<file path="src/rtl/axis_packetizer_pkg.sv">
// Shared router definitions: reserved header TID, header field layout and packetizer FSM states.
// The router-side decoder imports the same layout so encoder and decoder never drift apart.
package axis_packetizer_pkg;

  typedef enum logic [1:0] {
    IDLE    = 2'd0,
    HEADER  = 2'd1,
    PAYLOAD = 2'd2
  } pkt_state_e;

  // TID value reserved for routing headers; legal payload masters never emit it.
  localparam int ROUTING_HEADER = 'hF;
  localparam int HDR_LEN_W      = 8;

  function automatic int hdr_dst_y_lsb(input int xw, input int yw);
    return 0;
  endfunction

  function automatic int hdr_dst_x_lsb(input int xw, input int yw);
    return xw;
  endfunction

  function automatic int hdr_src_y_lsb(input int xw, input int yw);
    return xw + yw;
  endfunction

  function automatic int hdr_src_x_lsb(input int xw, input int yw);
    return 2 * xw + yw;
  endfunction

  function automatic int hdr_len_lsb(input int xw, input int yw);
    return 2 * (xw + yw);
  endfunction

endpackage

</file>
<file path="src/rtl/axis_if.sv">
// Minimal AXI-Stream bundle: valid/ready handshake with data and ID.
interface axis_if #(
  parameter int DATA_WIDTH = 32,
  parameter int ID_WIDTH   = 4
);
  logic                  tvalid;
  logic                  tready;
  logic [DATA_WIDTH-1:0] tdata;
  logic [ID_WIDTH-1:0]   tid;

  modport m (output tvalid, output tdata, output tid, input tready);
  modport s (input tvalid, input tdata, input tid, output tready);
endinterface

</file>
<file path="src/rtl/axis_header_pack.sv">
// Combinational routing-header builder: packs destination, source and payload length into one flit.
module axis_header_pack
  import axis_packetizer_pkg::*;
#(
  parameter int DATA_WIDTH = 32,
  parameter int XW         = 2,
  parameter int YW         = 2
) (
  input  logic [XW-1:0]         dst_x,
  input  logic [YW-1:0]         dst_y,
  input  logic [XW-1:0]         src_x,
  input  logic [YW-1:0]         src_y,
  input  logic [7:0]            len,
  output logic [DATA_WIDTH-1:0] tdata
);

  localparam int DY_LSB  = hdr_dst_y_lsb(XW, YW);
  localparam int DX_LSB  = hdr_dst_x_lsb(XW, YW);
  localparam int SY_LSB  = hdr_src_y_lsb(XW, YW);
  localparam int SX_LSB  = hdr_src_x_lsb(XW, YW);
  localparam int LEN_LSB = hdr_len_lsb(XW, YW);

  // Field widths follow the shared layout: y slots are XW wide, x slots YW wide.
  always_comb begin
    tdata                      = '0;
    tdata[DY_LSB +: XW]        = XW'(dst_y);
    tdata[DX_LSB +: YW]        = YW'(dst_x);
    tdata[SY_LSB +: XW]        = XW'(src_y);
    tdata[SX_LSB +: YW]        = YW'(src_x);
    tdata[LEN_LSB +: HDR_LEN_W] = len;
  end

endmodule

</file>
<file path="src/rtl/axis_packetizer.sv">
// Wraps a payload stream into mesh packets: one routing-header flit, then req_len pass-through flits.
module axis_packetizer
  import axis_packetizer_pkg::*;
#(
  parameter int DATA_WIDTH    = 32,
  parameter int ID_WIDTH      = 4,
  parameter int MAX_ROUTERS_X = 4,
  parameter int MAX_ROUTERS_Y = 4,
  parameter int SRC_X         = 0,
  parameter int SRC_Y         = 0,
  localparam int XW           = $clog2(MAX_ROUTERS_X),
  localparam int YW           = $clog2(MAX_ROUTERS_Y)
) (
  input  logic          clk,
  input  logic          rst_n,
  input  logic          req_valid,
  output logic          req_ready,
  input  logic [XW-1:0] req_x,
  input  logic [YW-1:0] req_y,
  input  logic [7:0]    req_len,
  axis_if.s             in,
  axis_if.m             out,
  output logic          busy,
  output logic          err_len,
  output logic [15:0]   pkt_count
);

  if (DATA_WIDTH < hdr_len_lsb(XW, YW) + HDR_LEN_W) begin : g_width_check
    $error("axis_packetizer: DATA_WIDTH too narrow for routing header");
  end

  pkt_state_e            state, state_next;
  logic [XW-1:0]         dst_x;
  logic [YW-1:0]         dst_y;
  logic [7:0]            len;
  logic [7:0]            remaining;
  logic [DATA_WIDTH-1:0] header;
  logic                  req_fire, hdr_fire, pay_fire, last_fire;

  axis_header_pack #(
    .DATA_WIDTH(DATA_WIDTH),
    .XW        (XW),
    .YW        (YW)
  ) u_header_pack (
    .dst_x(dst_x),
    .dst_y(dst_y),
    .src_x(XW'(SRC_X)),
    .src_y(YW'(SRC_Y)),
    .len  (len),
    .tdata(header)
  );

  assign req_fire  = (state == IDLE) && req_valid;
  assign hdr_fire  = (state == HEADER) && out.tready;
  assign pay_fire  = (state == PAYLOAD) && in.tvalid && out.tready;
  assign last_fire = pay_fire && (remaining == 8'd1);
  assign busy      = (state != IDLE);

  always_comb begin
    // NOTE: every output is defaulted before the case so no path leaves one unassigned and infers a latch.
    state_next = state;
    req_ready  = 1'b0;
    out.tvalid = 1'b0;
    out.tdata  = '0;
    out.tid    = '0;
    in.tready  = 1'b0;
    unique case (state)
      IDLE: begin
        req_ready = 1'b1;
        if (req_valid && (req_len != 8'd0)) state_next = HEADER;
      end
      HEADER: begin
        out.tvalid = 1'b1;
        out.tdata  = header;
        out.tid    = ID_WIDTH'(ROUTING_HEADER);
        if (out.tready) state_next = PAYLOAD;
      end
      PAYLOAD: begin
        out.tvalid = in.tvalid;
        out.tdata  = in.tdata;
        out.tid    = in.tid;
        in.tready  = out.tready;
        if (last_fire) state_next = IDLE;
      end
      default: state_next = IDLE;
    endcase
  end

  always_ff @(posedge clk or negedge rst_n) begin
    // NOTE: non-blocking assignments so every register samples pre-edge values regardless of statement order.
    if (!rst_n) begin
      state     <= IDLE;
      dst_x     <= '0;
      dst_y     <= '0;
      len       <= '0;
      remaining <= '0;
      err_len   <= 1'b0;
      pkt_count <= '0;
    end else begin
      state   <= state_next;
      err_len <= req_fire && (req_len == 8'd0);
      if (req_fire) begin
        dst_x <= req_x;
        dst_y <= req_y;
        len   <= req_len;
      end
      if (hdr_fire) remaining <= len;
      else if (pay_fire) remaining <= remaining - 8'd1;
      if (last_fire) pkt_count <= pkt_count + 16'd1;
    end
  end

endmodule

</file>
<file path="src/flat_wrapper.sv">
// flat-port wrapper written by rule: the top's interface ports become plain ports
module axis_packetizer_flat import axis_packetizer_pkg::*;
#(
  parameter int DATA_WIDTH    = 32,
  parameter int ID_WIDTH      = 4,
  parameter int MAX_ROUTERS_X = 4,
  parameter int MAX_ROUTERS_Y = 4,
  parameter int SRC_X         = 0,
  parameter int SRC_Y         = 0,
  localparam int XW           = $clog2(MAX_ROUTERS_X),
  localparam int YW           = $clog2(MAX_ROUTERS_Y)
)
  (clk, rst_n, req_valid, req_ready, req_x, req_y, req_len, busy, err_len, pkt_count, in_tvalid, in_tdata, in_tid, in_tready, out_tvalid, out_tdata, out_tid, out_tready);
  axis_if #(.DATA_WIDTH(DATA_WIDTH), .ID_WIDTH(ID_WIDTH)) in_i ();
  axis_if #(.DATA_WIDTH(DATA_WIDTH), .ID_WIDTH(ID_WIDTH)) out_i ();
  input  logic clk;
  input  logic rst_n;
  input  logic req_valid;
  output logic req_ready;
  input  logic [XW-1:0] req_x;
  input  logic [YW-1:0] req_y;
  input  logic [7:0] req_len;
  output logic busy;
  output logic err_len;
  output logic [15:0] pkt_count;
  input wire logic [$bits(in_i.tvalid)-1:0] in_tvalid;
  input wire logic [$bits(in_i.tdata)-1:0] in_tdata;
  input wire logic [$bits(in_i.tid)-1:0] in_tid;
  output wire logic [$bits(in_i.tready)-1:0] in_tready;
  output wire logic [$bits(out_i.tvalid)-1:0] out_tvalid;
  output wire logic [$bits(out_i.tdata)-1:0] out_tdata;
  output wire logic [$bits(out_i.tid)-1:0] out_tid;
  input wire logic [$bits(out_i.tready)-1:0] out_tready;
  assign in_i.tvalid = in_tvalid;
  assign in_i.tdata = in_tdata;
  assign in_i.tid = in_tid;
  assign in_tready = in_i.tready;
  assign out_tvalid = out_i.tvalid;
  assign out_tdata = out_i.tdata;
  assign out_tid = out_i.tid;
  assign out_i.tready = out_tready;
  axis_packetizer #(.DATA_WIDTH(DATA_WIDTH), .ID_WIDTH(ID_WIDTH), .MAX_ROUTERS_X(MAX_ROUTERS_X), .MAX_ROUTERS_Y(MAX_ROUTERS_Y), .SRC_X(SRC_X), .SRC_Y(SRC_Y)) u_core (.clk(clk), .rst_n(rst_n), .req_valid(req_valid), .req_ready(req_ready), .req_x(req_x), .req_y(req_y), .req_len(req_len), .in(in_i), .out(out_i), .busy(busy), .err_len(err_len), .pkt_count(pkt_count));
endmodule
</file>
<file path="config.mk">
export PLATFORM = sky130hd
export DESIGN_NAME = axis_packetizer_flat
export DESIGN_NICKNAME = d
export VERILOG_FILES = /design/src/rtl/axis_packetizer_pkg.sv /design/src/rtl/axis_if.sv /design/src/rtl/axis_header_pack.sv /design/src/rtl/axis_packetizer.sv /design/src/flat_wrapper.sv
export SDC_FILE = /design/constraint.sdc
export NUM_CORES = 1
export LEC_CHECK = 0
export CORE_MARGIN = 2
export CORE_UTILIZATION = 45
export DETAILED_ROUTE_END_ITERATION = 7
export GPL_TIMING_DRIVEN = 0
export PLACE_DENSITY = 0.87
export SYNTH_ARGS = -nofsm -noshare
export SYNTH_HDL_FRONTEND = slang
export SYNTH_SLANG_ARGS = --single-unit
</file>
<file path="constraint.sdc">
create_clock -name clk -period 4 [get_ports clk]
set_input_delay 0.8 -clock clk [delete_from_list [all_inputs] [get_ports clk]]
set_output_delay 0.8 -clock clk [all_outputs]
set_load 0.005 [all_outputs]
</file>
==> results.md <==
- Status: finished clean
- Postcts setup bufs: 0
- Final nets: 412
- Global-route wire length before repair: about 11000 um
- Worst setup EP type: primary output
- Detailed Routing Iterations Pass 1: 4
- CP Cell Sequence: clkdlybuf4s50_1, clkbuf_1, clkbuf_1, and2_1, clkdlybuf4s50_1
- Sw Ratio: 37.1%
- CTS root buf: clkbuf_8
- Setup TNS: 0 ns
- Total grt overflow: 0
- Antenna diode count: 0
- Synth unique cells: 43
- Maxcap violations: 0
- HPWL after DPL: 5070 um
- First DRT Iteration DRCs: 157
- CP max stage delay: 0.51 ns
- P_leak: 0.00152 uW
- Place WS: 0.474 ns
- Main synth FF type: dfrtp_1
- Final core utilization: 71.0%
- Mean Syn Cell Area: around 9.9 um^2
- RSZ-0062 raised after global routing: no
- # IOs: 110
- Initial antenna violation count: 0
- Slowest CP cell: clkdlybuf4s50_1
- Final min period: 3.53 ns
- Rows: 26
- WL final: 6360 um
- Clock buffer count from CTS: 5
- PostCTS Resize Cnt: 0
- Chip height: 76.4 um
- DR top layer: met4
- Die X-Extent: between 70 and 80 um
- Worst-Margin Slew: 0.849 ns
- All-Layer GR Usage: 22.9%
- Mapped Area: 2360 um^2
- Most frequent cell after synthesis: dfrtp_1
- Number of synthesized flops with an enable pin: 0
- Final hold violations: 0
- Layout area overhead: 52.9%
- Comb pwr share: between 50 and 60%
- CTS tree: yes
- Post-DP Area: 3530 um^2
- Vias in the first global route: 2277
- Gpl congestion: ~0.78
- WL/cell: 15.1 um
- Worst-path maximum fanout: 10
- Fmax: around 280 MHz
- Seq pwr share: 32.9%
- Startpoint types: input pin
- Final hold slack: 0.477 ns
- Endpoints failing setup: 0
- Clk buf depth: 2
- Top-area cell type share of the netlist area: between 40% and 50%
- Vias per std cell: between 5 and 6
- H-tree depth: 2
- Worst VDD drop: 0.294 mV
- Worst Clk Skew: 0.00632 ns
- Ys async rst share: 100%
- Dominant cell type by area after synthesis: dfrtp_1
- Met2 wire len: around 3200 um
- Clk_lat worst skew: 0.29 ns
- Critical Path AT: 2.73 ns
- Starting density of the core: roughly 46%
- Die area: 5830 um^2
- Worst hold-check path type: register to register
- Synth Warn #: 0
- Post-route cell area: 3600 um^2
- Number of port buffers: 109
- Clk pwr share: 12.8%
- Pins Over Slew Limit: 0
- Largest cells by area after synthesis: dfrtp_1 (41%), and2_1 (6.4%), mux2_2 (5.7%)
- Num Clock Sinks: 39
- Synthesized net count: around 300
- Int Pwr: roughly 1200 uW
- WS Path Type: input pin to primary output
- Worst reg2reg path depth: 7
- #FFs+latches synth: 39
- Fraction of the yosys area taken by sequential cells: 41.4%
- Post-synth top cells: dfrtp_1 (39), and2_1 (24), nand2_1 (18), nor2b_1 (15), a21oi_1 (13)
- Cell Pwr Density: around 530 nW/um^2
- Met1 wire length: 2650 um
- Pin count of the biggest net entering global routing: 40
- Final WS setup: between 0.4 and 0.5 ns
- Metal3 WL: 480 um
- Hold_buf cts: 0
- Routed Antenna Nets: 0
- Reg-to-reg slack, setup: approximately 2.1 ns
- WHS Path Cells: 1
- Rel. slew slack: 43.4%
- Core area: slightly above 5000 um^2
- CP required: 3.20 ns
- Via Count: 2190
- Synth Instances: 237
- Share of cells above drive strength 1: 9.09%
- Final Cycle Share: 88.3%
- Clk slew on worst S/H paths: around 0.060 ns
- Sw power: 706 uW
- Number of remaining DRC errors: 0
-- worst max-delay path, delay by kind of cell --
family        cells  cell delay (ns)
buf+inv           4             1.74
simple gates      1             0.19
-- cell families (layout without fill, tap and decap cells) --
kind of cell	count (synthesis)	after routing	synth area share, %
XOR/XNOR	15	15	5.58
multiplexers	20	20	9.19
AND/OR/NAND/NOR	97	97	26.1
adder cells (fa/ha/maj)	6	6	3.19
buffers and inverters	19	134	3.24
flip-flops	39	39	41.4
AO/OA/AOI/OAI	41	41	11.3
-- per-layer routing --
| metal | vias to the layer above | track usage (%) |
|---|---|---|
| li1 | 1060 | - |
| met1 | 1035 | 28.7 |
| met3 | 8 | 7.23 |
| met2 | 87 | 38.8 |
| met4 | 0 | 5.09 |
| met5 | - | 0 |
-- path summary, 6_finish.rpt --
path	startpoint	end
max	out_tready	in_tready
min	u_core.pkt_count[15]	u_core.pkt_count[15]
max reg2reg	u_core.state[0]	u_core.pkt_count[15]
min reg2reg	u_core.pkt_count[15]	u_core.pkt_count[15]
max in group asynchronous	rst_n	u_core.remaining[5]
min in group asynchronous	rst_n	u_core.pkt_count[9]
-- cell usage in the layout (no fill, tap or decap), types with 2 or more instances in the layout --
cell type        count
and2_1              24
nor3_1               9
nor4_1               3
mux2i_1              7
o22ai_1              7
a21boi_0             2
buf_2                2
clkbuf_8             5
clkbuf_1             8
a21oi_1             13
a22oi_1             12
xor2_1              11
o21ai_0              2
ha_1                 6
nor4_2               3
nor2b_1             15
xnor2_1              4
buf_1                2
dfrtp_1             39
nand4_1              3
nor2_1               4
nand3_1              6
mux2_2              12
nand2_1             18
nand4_2              2
clkdlybuf4s50_1    108
inv_1                7
-- stage by stage --
| stage | instances | total power [uW] |
|---|---|---|
| after floorplan | 237 | 1170 |
| after global placement | 416 | 1640 |
| after detailed placement | 416 | 1660 |
| after CTS | 422 | 1910 |
| after global routing | 422 | 2050 |
| final | 422 | 1900 |
-- sequential cells by signal, indices dropped and copies added, names as in the netlist --
register and count:
u_core.pkt_count 16, u_core.len 8, u_core.remaining 8, u_core.dst_x 2, u_core.dst_y 2, u_core.state 2, u_core.err_len 1
-- cell type report --
type                            instances  area [um^2]
Sequential cell                        39          976
Timing Repair Buffer                  109         1090
Inverter                                8         30.0
Clock buffer                            6         72.6
Tap cell                               70         87.6
Fill cell                             399         1470
Buffer                                 11         46.3
Multi-Input combinational cell        179         1300
-- power groups by stage --
stage	Combinational, uW	Clock (uW)	Sequential, uW
final	1030	243	626
after global routing	1140	263	644
after CTS	1040	246	621
after detailed placement	1040	0	627
after global placement	1010	0	622
after floorplan	577	0	596
(Power assumes the default switching activity.)
